===== src/rtl/rtc_seq_pkg.sv =====
// rtl/rtc_seq_pkg.sv - shared types and constants for the RTC BCD write sequencer
//
// Purpose: state encoding, RTC field indices, converter invalid marker and
//          default register-map parameters used by rtc_bcd_write_seq.
// Ports:   none (package).
package rtc_seq_pkg;

  typedef enum logic [1:0] {
    ST_IDLE  = 2'd0,
    ST_CONV  = 2'd1,
    ST_WRITE = 2'd2,
    ST_DONE  = 2'd3
  } state_t;

  localparam int F_SEC   = 0;
  localparam int F_MIN   = 1;
  localparam int F_HOUR  = 2;
  localparam int F_DAY   = 3;
  localparam int F_MONTH = 4;
  localparam int F_YEAR  = 5;

  localparam int         DEFAULT_NUM_FIELDS  = 6;
  localparam logic [7:0] DEFAULT_BASE_ADDR   = 8'h21;
  localparam int         DEFAULT_ADDR_STRIDE = 1;

  // Converter result meaning "operand out of range".
  localparam logic [7:0] BCD_INVALID = 8'hFF;

endpackage


===== src/rtl/rtc_bcd_write_seq.sv =====
// rtl/rtc_bcd_write_seq.sv - sequences a shared binary-to-BCD converter over RTC fields and writes results
//
// Purpose: on start, latch all binary time/date fields, then for each field
//          drive the shared converter, capture its BCD result and write it
//          to the RTC register bus over a req/ack handshake.
// Ports:
//   clk, reset_n         clock, asynchronous active-low reset
//   start                one-cycle request, honoured only when idle
//   field_bin            packed binary fields, field i at [7i+6:7i]
//   conv_bin / conv_bcd  operand to / result from the external converter
//   wr_req/wr_addr/wr_data/wr_ack  register bus write handshake
//   busy, done, err      sequence status; err is sticky per sequence
// Configuration macro: RTC_SEQ_SKIP_INVALID_EN
//   defined   - invalid fields are skipped and the sequence continues
//   undefined - the first invalid field ends the sequence
module rtc_bcd_write_seq
  import rtc_seq_pkg::*;
#(
  parameter int         NUM_FIELDS  = DEFAULT_NUM_FIELDS,
  parameter logic [7:0] BASE_ADDR   = DEFAULT_BASE_ADDR,
  parameter int         ADDR_STRIDE = DEFAULT_ADDR_STRIDE
) (
  input  logic                    clk,
  input  logic                    reset_n,
  input  logic                    start,
  input  logic [7*NUM_FIELDS-1:0] field_bin,
  output logic [6:0]              conv_bin,
  input  logic [7:0]              conv_bcd,
  output logic                    wr_req,
  output logic [7:0]              wr_addr,
  output logic [7:0]              wr_data,
  input  logic                    wr_ack,
  output logic                    busy,
  output logic                    done,
  output logic                    err
);

  localparam int                IDX_W    = (NUM_FIELDS > 1) ? $clog2(NUM_FIELDS) : 1;
  localparam logic [IDX_W-1:0] LAST_IDX = IDX_W'(NUM_FIELDS - 1);

  state_t                  state;
  state_t                  state_nxt;
  logic [IDX_W-1:0]        idx;
  logic [7*NUM_FIELDS-1:0] fields_q;
  logic [6:0]              field_sel;
  logic                    is_last;

  // Mux the latched copy so mid-sequence input changes cannot leak in.
  always_comb begin
    field_sel = '0;
    for (int i = 0; i < NUM_FIELDS; i++) begin
      if (idx == IDX_W'(i)) begin
        field_sel = fields_q[7*i +: 7];
      end
    end
  end

  assign is_last = (idx == LAST_IDX);

  // State register
  always_ff @(posedge clk or negedge reset_n) begin
    if (!reset_n) begin
      state <= ST_IDLE;
    end else begin
      state <= state_nxt;
    end
  end

  // Next-state logic
  always_comb begin
    state_nxt = state;
    case (state)
      ST_IDLE: begin
        if (start) state_nxt = ST_CONV;
      end
      ST_CONV: begin
        if (conv_bcd == BCD_INVALID) begin
`ifdef RTC_SEQ_SKIP_INVALID_EN
          state_nxt = is_last ? ST_DONE : ST_CONV;
`else
          state_nxt = ST_DONE;
`endif
        end else begin
          state_nxt = ST_WRITE;
        end
      end
      ST_WRITE: begin
        if (wr_ack) state_nxt = is_last ? ST_DONE : ST_CONV;
      end
      ST_DONE: state_nxt = ST_IDLE;
      default: state_nxt = ST_IDLE;
    endcase
  end

  // Datapath: field latch, index, write address/data capture, sticky error.
  always_ff @(posedge clk or negedge reset_n) begin
    if (!reset_n) begin
      fields_q <= '0;
      idx      <= '0;
      wr_addr  <= 8'h00;
      wr_data  <= 8'h00;
      err      <= 1'b0;
    end else begin
      case (state)
        ST_IDLE: begin
          if (start) begin
            fields_q <= field_bin;
            idx      <= '0;
            err      <= 1'b0;
          end
        end
        ST_CONV: begin
          // Address arithmetic wraps in 8 bits by construction.
          wr_addr <= BASE_ADDR + 8'(ADDR_STRIDE) * 8'(idx);
          wr_data <= conv_bcd;
          if (conv_bcd == BCD_INVALID) begin
            err <= 1'b1;
`ifdef RTC_SEQ_SKIP_INVALID_EN
            if (!is_last) idx <= idx + 1'b1;
`endif
          end
        end
        ST_WRITE: begin
          if (wr_ack && !is_last) idx <= idx + 1'b1;
        end
        default: ;
      endcase
    end
  end

  // Outputs decoded from state so reset drops wr_req without waiting for a clock.
  always_comb begin
    busy     = (state != ST_IDLE);
    wr_req   = (state == ST_WRITE);
    done     = (state == ST_DONE);
    // The converter is shared: only drive it while this sequencer owns it.
    conv_bin = busy ? field_sel : 7'd0;
  end

endmodule


===== config.mk =====
export PLATFORM = sky130hd
export DESIGN_NAME = rtc_bcd_write_seq
export DESIGN_NICKNAME = d
export VERILOG_FILES = /design/src/rtl/rtc_seq_pkg.sv /design/src/rtl/rtc_bcd_write_seq.sv
export SDC_FILE = /design/constraint.sdc
export NUM_CORES = 1
export LEC_CHECK = 0
export CAP_MARGIN = 20
export CORE_UTILIZATION = 48
export CTS_CLUSTER_DIAMETER = 80
export CTS_CLUSTER_SIZE = 40
export DETAILED_ROUTE_END_ITERATION = 6
export PLACE_DENSITY = 0.8
export RECOVER_POWER = 25
export REMOVE_ABC_BUFFERS = 1
export SLEW_MARGIN = 10
export SYNTH_ARGS = -nofsm -noshare
export SYNTH_HDL_FRONTEND = slang
export SYNTH_SLANG_ARGS = --single-unit

===== constraint.sdc =====
create_clock -name clk -period 2.6 [get_ports clk]
set_input_delay 0.52 -clock clk [delete_from_list [all_inputs] [get_ports clk]]
set_output_delay 0.52 -clock clk [all_outputs]
set_load 0.05 [all_outputs]

==> results.md <==
- Worst-margin pin slew: 1130 ps
- PortBufs: 77
- Clock root buffer: clkbuf_8
- Worst hold path class: input port to asynchronous set/reset pin
- Gp weighted congestion: 0.788
- Crit path arrival time: 2110 ps
- Crit end category: primary output
- Core area: 5640 um2
- Area leader, netlist: dfrtp_1
- Slew HR: 24.9%
- Non-filler cells, final: 417
- Critical path data required time: 2080 ps
- Largest net degree at the start of global routing: 50
- Starting Density: 51.2%
- Failing checks: setup timing
- CTS tree: yes
- Static Leak: 1.77 nW
- Worst r2r src: idx[0]$_DFFE_PN0P_
- Top-count cell post-synth: dfrtp_1
- Seq/Total Area, Yosys: 52.9%
- CTS Buf Count: 9
- Net Switching: 2.42 mW
- FF+latch area: 1530 um2
- Asr flop ratio synth: 100%
- Clock Sinks: 61
- Top_reg_cell synth: dfrtp_1
- Fmax: 0.380 GHz
- Worst vdd ir: 0.00112 V
- Yosys reg bits: 61
- Crit Path Category: flip-flop to primary output
- Final Max Tran Viols: 0
- CTS Hold Bufs: 0
- Syn Area/Cell: 11.5 um2
- Detailed-route wire length: 7110 um
- Int Pwr: 3.48 mW
- Worst Path Max Fanout: 14
- FF-to-FF path depth: 6
- P per Cell Area: 1410 nW/um2
- Sw Ratio: 41.0%
- Yosys warnings: 0
- Layout fillers: 385
- Gate power share: 55.8%
- Area delta synth->final: 45.2%
- Number of global-route vias before repair: 2351
- Worst skew pair latency: 350 ps
- Proportion of layout cells with a drive suffix above 1: 19.4%
- Post-synth cell types: 33
- R2R Setup Slk: 730 ps
- Number of max-cap violations: 0
- Synth top area cells: dfrtp_1 53%, mux2_1 17%, nand2_1 3.6%
- Setup ws final: -34.9 ps
- Cell Area, Synth: 2890 um2
- RSZ-0062 raised after global routing: true
- Post-synth EDFFs: 0
- Multi-input gate area: 1320 um2
- Final nets: 399
- Vias/cell: 5.47
- Dpl cells: 395
- Setup violators final: 5
- First-pass detailed-route iteration total: 4
- Die width: 79.5 um
- Remaining DRCs: 0
- Min Tclk post-route: 2630 ps
- Initial DRC count: 227
- Clk slew on worst S/H paths: 70 ps
- Drt wl/cell: 17.1 um
- Global route overflow: 0
- All-Layer GR Usage: 24.2%
- Post-route design area: 4190 um2
- Fin crit share: 101%
- Overall Power: 5.90 mW
- Initial antenna violation count: 0
- Post-Place Cell Area: 3800 um2
- Ports: 81
- Worst reg2reg path endpoint: idx[0]$_DFFE_PN0P_
- Commonest cells post-synth: 61 x dfrtp_1, 44 x mux2_1, 28 x nand2_1
- Htree depth: 3
- Mapped Cells: 252
- Die Span Y: 79.5 um
- DP Wirelength: 4670 um
- Final ANT Viol Nets: 0
- Antenna diodes: 0
- Worst clock skew: 6.38 ps
- Global-route wire length before repair: 11400 um
- Final core utilization: 74.3%
- Status: finished, violations left
- CTS max path bufs: 2
- Clock power share: 16.1%
- Vias: 2283
- Die ar.: 6330 um2
- Top cell type's share of synthesized area: 52.9%
- Final hold violations: 0
- Crit path launch type: flip-flop
- Site Rows: 27
- Flop pwr share: 28.2%
[timing repair]
action / CTS / global route
pin swaps: 2 / 11
resized for setup: 17 / 21
setup endpoints to repair: 7 / 7
setup buffers: 2 / 4
[state kept, by name, summed over array words and instances, names as in the netlist]
signal	count
err	1
idx	3
state	2
wr_data	8
fields_q	42
wr_addr	5
[routing by layer]
layer  track usage (%)  wire length [um]  vias to the layer above
met5                 0                 0                        -
met4              7.45                89                        0
met3              9.94               612                       11
met2              38.4              3420                       91
met1              30.0              2990                     1120
li1                  -                 -                     1061
[cell usage in the layout (no fill, tap or decap), drive strengths merged, types with 3 or more instances in the layout]
cell,netlist,routed
a211oi,6,6
a21o,6,6
a21oi,15,15
a221o,6,6
buf,13,24
clkbuf,7,14
clkdlybuf4s50,0,69
clkinv,1,3
conb,1,3
dfrtp,61,61
ha,5,5
inv,11,11
mux2,44,44
mux2i,3,3
nand2,28,28
nand2b,3,3
nor2b,4,4
o21ai,23,23
[cell type report]
type	instances	area share (%)
Clock buffer	12	3.70
Clock inverter	4	1.67
Inverter	12	1.13
Multi-Input combinational cell	161	31.6
Sequential cell	61	36.4
Tap cell	72	2.15
Timing Repair Buffer	95	23.3
[worst max-delay path: stages (launching register included)]
cell     delay, ps
dfrtp_1        450
inv_2          100
ha_4           170
buf_4          190
a21oi_1        140
a31oi_1         60
o21ai_0        400
a21oi_4        110
buf_12         160
[cells by family (layout without fill, tap and decap cells)]
family | Yosys count | after routing | synth area share, %
adder cells (fa/ha/maj) | 5 | 5 | 2.17
multiplexers | 47 | 47 | 18.2
AND/OR/NAND/NOR | 43 | 43 | 7.02
flip-flops | 61 | 61 | 52.9
buffers and inverters | 32 | 123 | 5.81
other | 1 | 3 | 0.130
AO/OA/AOI/OAI | 63 | 63 | 13.8
[power by group through the flow]
| stage | combinational (mW) | clock, mW | sequential (mW) |
|---|---|---|---|
| finish | 3.29 | 0.948 | 1.66 |
| global route | 3.50 | 1.01 | 1.72 |
| CTS | 3.09 | 0.964 | 1.65 |
| detailed placement | 2.97 | 0 | 1.65 |
| global placement | 2.92 | 0 | 1.64 |
| floorplan | 1.53 | 0 | 1.88 |
[worst max path at each step]
stage	slack, ps	depth (start not counted)	end	from
floorplan	-550	6	conv_bin[2]	idx[0]$_DFFE_PN0P_
global placement	230	7	conv_bin[4]	idx[0]$_DFFE_PN0P_
detailed placement	200	7	conv_bin[2]	idx[0]$_DFFE_PN0P_
CTS	2	7	conv_bin[4]	idx[0]$_DFFE_PN0P_
global route	-140	8	conv_bin[2]	idx[0]$_DFFE_PN0P_
finish	-30	8	conv_bin[2]	idx[0]$_DFFE_PN0P_
[stage by stage]
step           setup TNS, ps  hold slack [ps]  setup slack [ps]
5_1_grt                 -622              403              -144
2_1_floorplan          -2000              224              -547
3_5_place_dp               0              465               200
3_3_place_gp               0              450               232
6_report               -63.2              323             -34.9
4_1_cts                    0              110              2.00
Note: power is estimated with default switching activity, not from simulation.
